--- src/rtl/pipe_pkg.sv ---
// Shared types and constants for the MEM-stage data-memory responder.
package pipe_pkg;

  typedef enum logic [1:0] {
    IDLE = 2'd0,
    WAIT = 2'd1,
    RESP = 2'd2
  } state_e;

  localparam int WORD_W = 32;
  localparam int OFFS_W = 2;

  // Misaligned, or word index beyond the array (upper bits never alias).
  function automatic logic addr_err(input logic [31:0] addr, input logic [31:0] depth);
    logic [31:0] idx;
    idx      = {2'b00, addr[31:OFFS_W]};
    addr_err = (addr[OFFS_W-1:0] != '0) || (idx >= depth);
  endfunction

endpackage

--- src/rtl/dmem_array.sv ---
// DEPTH x 32 word storage: synchronous write, combinational read, async clear.
module dmem_array
  import pipe_pkg::*;
#(
  parameter int DEPTH = 64,
  parameter int AW    = 6
) (
  input  logic              clk,
  input  logic              resetn,
  input  logic              we,
  input  logic [AW-1:0]     waddr,
  input  logic [WORD_W-1:0] wdata,
  input  logic [AW-1:0]     raddr,
  output logic [WORD_W-1:0] rdata
);

  logic [WORD_W-1:0] rd_words [DEPTH];

  for (genvar gi = 0; gi < DEPTH; gi++) begin : g_word
    logic [WORD_W-1:0] word_q;
    logic [WORD_W-1:0] word_d;

    always_comb begin
      word_d = word_q;
      if (we && (waddr == AW'(gi))) begin
        word_d = wdata;
      end
    end

    always_ff @(posedge clk or negedge resetn) begin
      if (!resetn) begin
        word_q <= '0;
      end else begin
        word_q <= word_d;
      end
    end

    assign rd_words[gi] = word_q;
  end

  assign rdata = rd_words[raddr];

endmodule

--- src/rtl/dmem_responder.sv ---
// Target end of the MEM-stage load/store interface with configurable wait states.
// Optional error counter output enabled by DMEM_ERR_COUNT_EN.
module dmem_responder
  import pipe_pkg::*;
#(
  parameter int DEPTH    = 64,
  parameter int WAIT_CYC = 2,
  parameter int CNT_W    = 4
) (
  input  logic        clk,
  input  logic        resetn,
  input  logic        req_valid,
  output logic        req_ready,
  input  logic        req_we,
  input  logic [31:0] req_addr,
  input  logic [31:0] req_wdata,
  output logic        rsp_valid,
  input  logic        rsp_ready,
  output logic [31:0] rsp_rdata,
  output logic        rsp_err
`ifdef DMEM_ERR_COUNT_EN
  ,
  output logic [15:0] err_count
`endif
);

  localparam int AW = (DEPTH > 1) ? $clog2(DEPTH) : 1;

  state_e            state_q, state_d;
  logic [CNT_W-1:0]  cnt_q, cnt_d;
  logic              we_q, we_d;
  logic [31:0]       addr_q, addr_d;
  logic [WORD_W-1:0] wdata_q, wdata_d;
  logic [WORD_W-1:0] rdata_q, rdata_d;
  logic              err_q, err_d;

  logic              acc_err;
  logic [AW-1:0]     acc_idx;
  logic              mem_we;
  logic [WORD_W-1:0] mem_rdata;

  assign acc_err = addr_err(addr_q, 32'(DEPTH));
  assign acc_idx = addr_q[OFFS_W +: AW];

  dmem_array #(
    .DEPTH (DEPTH),
    .AW    (AW)
  ) u_array (
    .clk    (clk),
    .resetn (resetn),
    .we     (mem_we),
    .waddr  (acc_idx),
    .wdata  (wdata_q),
    .raddr  (acc_idx),
    .rdata  (mem_rdata)
  );

  // Every request passes through WAIT for WAIT_CYC+1 cycles, so the commit always
  // works from the latched request and latency is WAIT_CYC+1 even when WAIT_CYC=0.
  always_comb begin
    state_d = state_q;
    cnt_d   = cnt_q;
    we_d    = we_q;
    addr_d  = addr_q;
    wdata_d = wdata_q;
    rdata_d = rdata_q;
    err_d   = err_q;
    mem_we  = 1'b0;

    case (state_q)
      IDLE: begin
        if (req_valid) begin
          we_d    = req_we;
          addr_d  = req_addr;
          wdata_d = req_wdata;
          cnt_d   = CNT_W'(WAIT_CYC);
          state_d = WAIT;
        end
      end
      WAIT: begin
        if (cnt_q == '0) begin
          state_d = RESP;
          err_d   = acc_err;
          mem_we  = we_q && !acc_err;
          rdata_d = (!we_q && !acc_err) ? mem_rdata : '0;
        end else begin
          cnt_d = cnt_q - CNT_W'(1);
        end
      end
      RESP: begin
        if (rsp_ready) begin
          state_d = IDLE;
          rdata_d = '0;
          err_d   = 1'b0;
        end
      end
      default: begin
        state_d = IDLE;
      end
    endcase
  end

  always_ff @(posedge clk or negedge resetn) begin
    if (!resetn) begin
      state_q <= IDLE;
      cnt_q   <= '0;
      we_q    <= 1'b0;
      addr_q  <= '0;
      wdata_q <= '0;
      rdata_q <= '0;
      err_q   <= 1'b0;
    end else begin
      state_q <= state_d;
      cnt_q   <= cnt_d;
      we_q    <= we_d;
      addr_q  <= addr_d;
      wdata_q <= wdata_d;
      rdata_q <= rdata_d;
      err_q   <= err_d;
    end
  end

  assign req_ready = (state_q == IDLE);
  assign rsp_valid = (state_q == RESP);
  assign rsp_rdata = rdata_q;
  assign rsp_err   = err_q;

`ifdef DMEM_ERR_COUNT_EN
  logic [15:0] err_cnt_q, err_cnt_d;

  always_comb begin
    err_cnt_d = err_cnt_q;
    if ((state_q == RESP) && rsp_ready && err_q && (err_cnt_q != 16'hFFFF)) begin
      err_cnt_d = err_cnt_q + 16'd1;
    end
  end

  always_ff @(posedge clk or negedge resetn) begin
    if (!resetn) begin
      err_cnt_q <= '0;
    end else begin
      err_cnt_q <= err_cnt_d;
    end
  end

  assign err_count = err_cnt_q;
`endif

endmodule

--- config.mk ---
export PLATFORM = sky130hd
export DESIGN_NAME = dmem_responder
export DESIGN_NICKNAME = d
export VERILOG_FILES = /design/src/rtl/pipe_pkg.sv /design/src/rtl/dmem_array.sv /design/src/rtl/dmem_responder.sv
export SDC_FILE = /design/constraint.sdc
export NUM_CORES = 2
export LEC_CHECK = 0
export CORE_ASPECT_RATIO = 1.5
export CORE_UTILIZATION = 45
export DETAILED_ROUTE_END_ITERATION = 10
export SYNTH_ARGS = -nofsm -noshare
export SYNTH_HDL_FRONTEND = slang
export SYNTH_SLANG_ARGS = --single-unit
--- constraint.sdc ---
create_clock -name clk -period 3.5 [get_ports clk]
set_clock_uncertainty 0.1 [all_clocks]
set_input_delay 1.05 -clock clk [delete_from_list [all_inputs] [get_ports clk]]
set_output_delay 1.05 -clock clk [all_outputs]
set_load 0.01 [all_outputs]
==> impl_summary.log <==
INFO  metric status = complete, no violations
INFO  metric numPortBuffers = between 100 and 150
INFO  metric synth_seq_cells = 2,152
INFO  metric row_count = 210
INFO  metric timing_hold_violations_final = 0
INFO  metric slowest_stage = clkdlybuf4s50_1
INFO  metric netlist_area = 0.09857 mm²
INFO  metric globalRouteTotalUtil = 25.92%
INFO  metric syn_nets = 6,323
INFO  metric criticalPathCategory = reg2out
INFO  metric synthFlopType = dfrtp_1
INFO  metric yosys_warnings = 0
INFO  metric synth-compound-area-share = 2.809%
INFO  metric ctsHtreeMaxLevel = 4
INFO  metric first_iter_violations = 3,255
INFO  metric gp_congestion = 0.8158
INFO  metric drcViolationCount = 0
INFO  metric insertion_delay = 0.86 ns
INFO  metric dr_total_vias = ~56,000
INFO  metric p_per_area = ~640 mW/mm²
INFO  metric design.portCount = 104
INFO  metric final_layout_size_suffix_gt1_share = approximately 51%
INFO  metric routed_via_density = 5.972
INFO  metric rrSetupSlack = 0.14 ns
INFO  metric grt_start_max_net_pins = 123
INFO  metric total_leakage_power = roughly 54 nW
INFO  metric die-area = between 0.2 and 0.25 mm²
INFO  metric worst_slew_pin_slew = 1.205 ns
INFO  metric path_max_fanout = 3
INFO  metric cts_root_buffer = clkbuf_16
INFO  metric largest_family_of_logic_cells_by_synthesized_area = multiplexers
INFO  metric timing.final.crit_period = 3.375 ns
INFO  metric first_global_vias = slightly above 60,000
INFO  metric finalHoldWorstSlack = between 0.04 and 0.05 ns
INFO  metric drt.antenna.violating_nets = 0
INFO  metric post-route-period-util = 96.42%
INFO  metric synth-edff-count = 0
INFO  metric number_of_antenna_violations_at_the_first_check_in_global_routing = 9
INFO  metric synth_cell_type_count = 64
INFO  metric detailed_placement_hpwl = 183,400 µm
INFO  metric final_core_utilization = about 51%
INFO  metric async_flop_share = 100.0%
INFO  metric cts.clk_slew.worst_paths = 0.06 ns
INFO  metric post_synth_inst_count = 6,252
INFO  metric start_util = 45.25%
INFO  metric chipWidth = 384.1 µm
INFO  metric post-cts-setup-buffer-count = 0
INFO  metric worstHoldPathType = in2async
INFO  metric cp_cell_sequence = nor2_2, clkdlybuf4s50_1
INFO  metric relative_slew_margins = 19.68%
INFO  metric yosys.area_share.xor_xnor = 0.01777%
INFO  metric mostFrequentLayoutCell = dfrtp_1
INFO  metric synth-seq-area-share = a little over half
INFO  metric peak_supply_drop = 0.0004683 V
INFO  metric layout.nets = 6,385
INFO  metric tritoncts_num_sinks = 2,152
INFO  metric timing.critical_path.from_type = flop
INFO  metric max-clock-path-buffers = 4
INFO  metric drt_wl_total = 282,600 µm
INFO  metric yosys-mux-area-fraction = between 30 and 40%
INFO  metric synth.avg_cell_area = between 15 and 20 µm²
INFO  metric post_synth_fa_ha_maj_area_fraction = less than 1%
INFO  metric grt_pass1_wl = 421,700 µm
INFO  metric cts-buffers-inserted = 211
INFO  metric worstPathRequired = roughly 2.4 ns
INFO  metric avgRoutedWirePerCell = between 30 and 40 µm
INFO  metric synth_simple_gate_area_share = between 1.5 and 2%
INFO  metric crit_path_max_incr_delay = 0.62 ns
INFO  metric critical_path_arrival = 2.22 ns
INFO  metric achievable-frequency = 296.3 MHz
INFO  metric area.growth.synth_to_final = 12.61%
INFO  metric final-max-slew-violation-count = 0
INFO  metric grt_overflow_total = 0
INFO  metric max_cap_violations = 0
INFO  metric final-instance-count-excl-fill = 9,349
INFO  metric grt_setup_unrepaired = false
INFO  metric clock_tree_from_tritoncts = done
INFO  metric core = around 0.22 mm²
INFO  metric timing.critical_path.to_type = primary output
INFO  metric die-height = 575.2 µm
INFO  metric place_inst = 8,963
INFO  metric setup_violations = 0
INFO  metric most-common-layout-cells = dfrtp_1 (2,115), mux2_2 (1,952), mux4_2 (418), buf_4 (299), mux2i_1 (225)
INFO  metric drtPass1Iterations = 7
## flip-flops by register name, indices dropped and copies added, names as in the netlist
register and cells:
we_q 1, addr_q 32, u_array.g_word.word_q 2048, state_q 2, cnt_q 4, rsp_rdata 32
wdata_q 32, rsp_err 1
## where the power goes
| group | internal [mW] | switching [mW] | total (mW) |
|---|---|---|---|
| registers | 25.4 | 3.11 | 28.5 |
| logic | 6.58 | 12.4 | 19.0 |
| clock network | 13.5 | 9.78 | 23.3 |
## critical path: cells and delay by family (launching register included)
kind                   cells  cell delay, ns
buffers and inverters      1            0.62
flip-flops                 1            0.40
AND/OR/NAND/NOR            1            0.35
## cell usage after synthesis (46+ instances only)
| cell | n | area (µm²) |
|---|---|---|
| dfrtp_1 | 2152 | 53850 |
| o22ai_1 | 52 | 325.3 |
| mux4_2 | 418 | 9414 |
| a221oi_1 | 46 | 402.9 |
| buf_6 | 122 | 1374 |
| nor2_1 | 53 | 198.9 |
| mux2_1 | 135 | 1520 |
| clkbuf_1 | 328 | 1231 |
| mux2_2 | 1952 | 21980 |
| mux2i_1 | 225 | 2252 |
| o21ai_0 | 53 | 265.3 |
| nand2_1 | 58 | 217.7 |
| a22oi_1 | 48 | 360.4 |
| buf_2 | 146 | 730.7 |
| mux2_4 | 84 | 1261 |
## path summary, 6_finish.rpt
kind / start / endpoint / depth (start not counted)
max: state_q[0] / req_ready / 2
min: resetn / wdata_q[26] / 1
max reg2reg: addr_q[2] / rsp_rdata[15] / 7
min reg2reg: u_array.g_word[47].word_q[7] / u_array.g_word[47].word_q[7] / 1
max in group asynchronous: resetn / u_array.g_word[7].word_q[3] / 2
min in group clk: u_array.g_word[47].word_q[7] / u_array.g_word[47].word_q[7] / 1
## layout make-up
| type | instances | area, µm² |
|---|---|---|
| antenna | 12 | 30.03 |
| fill | 18110 | 106800 |
| clock inverter | 54 | 698.2 |
| multi-input combinational | 3445 | 41220 |
| inverter | 4 | 15.01 |
| timing repair buffer | 500 | 5255 |
| clock buffer | 320 | 6284 |
| tap | 2862 | 3581 |
| sequential | 2152 | 53910 |
## through the flow
step	TNS, ns	instance area, µm²	setup slack, ns	power (mW)
final	0	111000	0.1252	70.75
after global routing	0	111000	0.06346	73.23
after CTS	0	111000	0.04558	71.65
after detailed placement	-0.1719	104000	-0.1719	48.24
after global placement	-1.028	104000	-0.5199	48.08
after floorplan	0	98570	0.7345	37.53
## cells by family (layout without fill, tap and decap cells)
logic type	Yosys count	after routing
other	0	12
muxes	2814	2814
xor gates and xnor gates	2	2
buffers and inverters	655	878
adders and majority gates	2	2
AOI/OAI and AO/OA	377	377
and+or+nand+nor	250	250
DFF	2152	2152
## routing by layer
layer	track usage, %	share of wire, %	vias to the layer above
met5	0	0	-
met4	12.10	5.3	0
met3	2.771	3.3	484
met2	44.94	51	1061
met1	32.36	40	30900
li1	-	-	23390
## what timing repair did
action / CTS / global route
endpoints found under the setup margin: 3 / 0
hold buffers: 0 / 0
resized for setup: 4 / 0
Note: power is estimated with default switching activity, not from simulation.
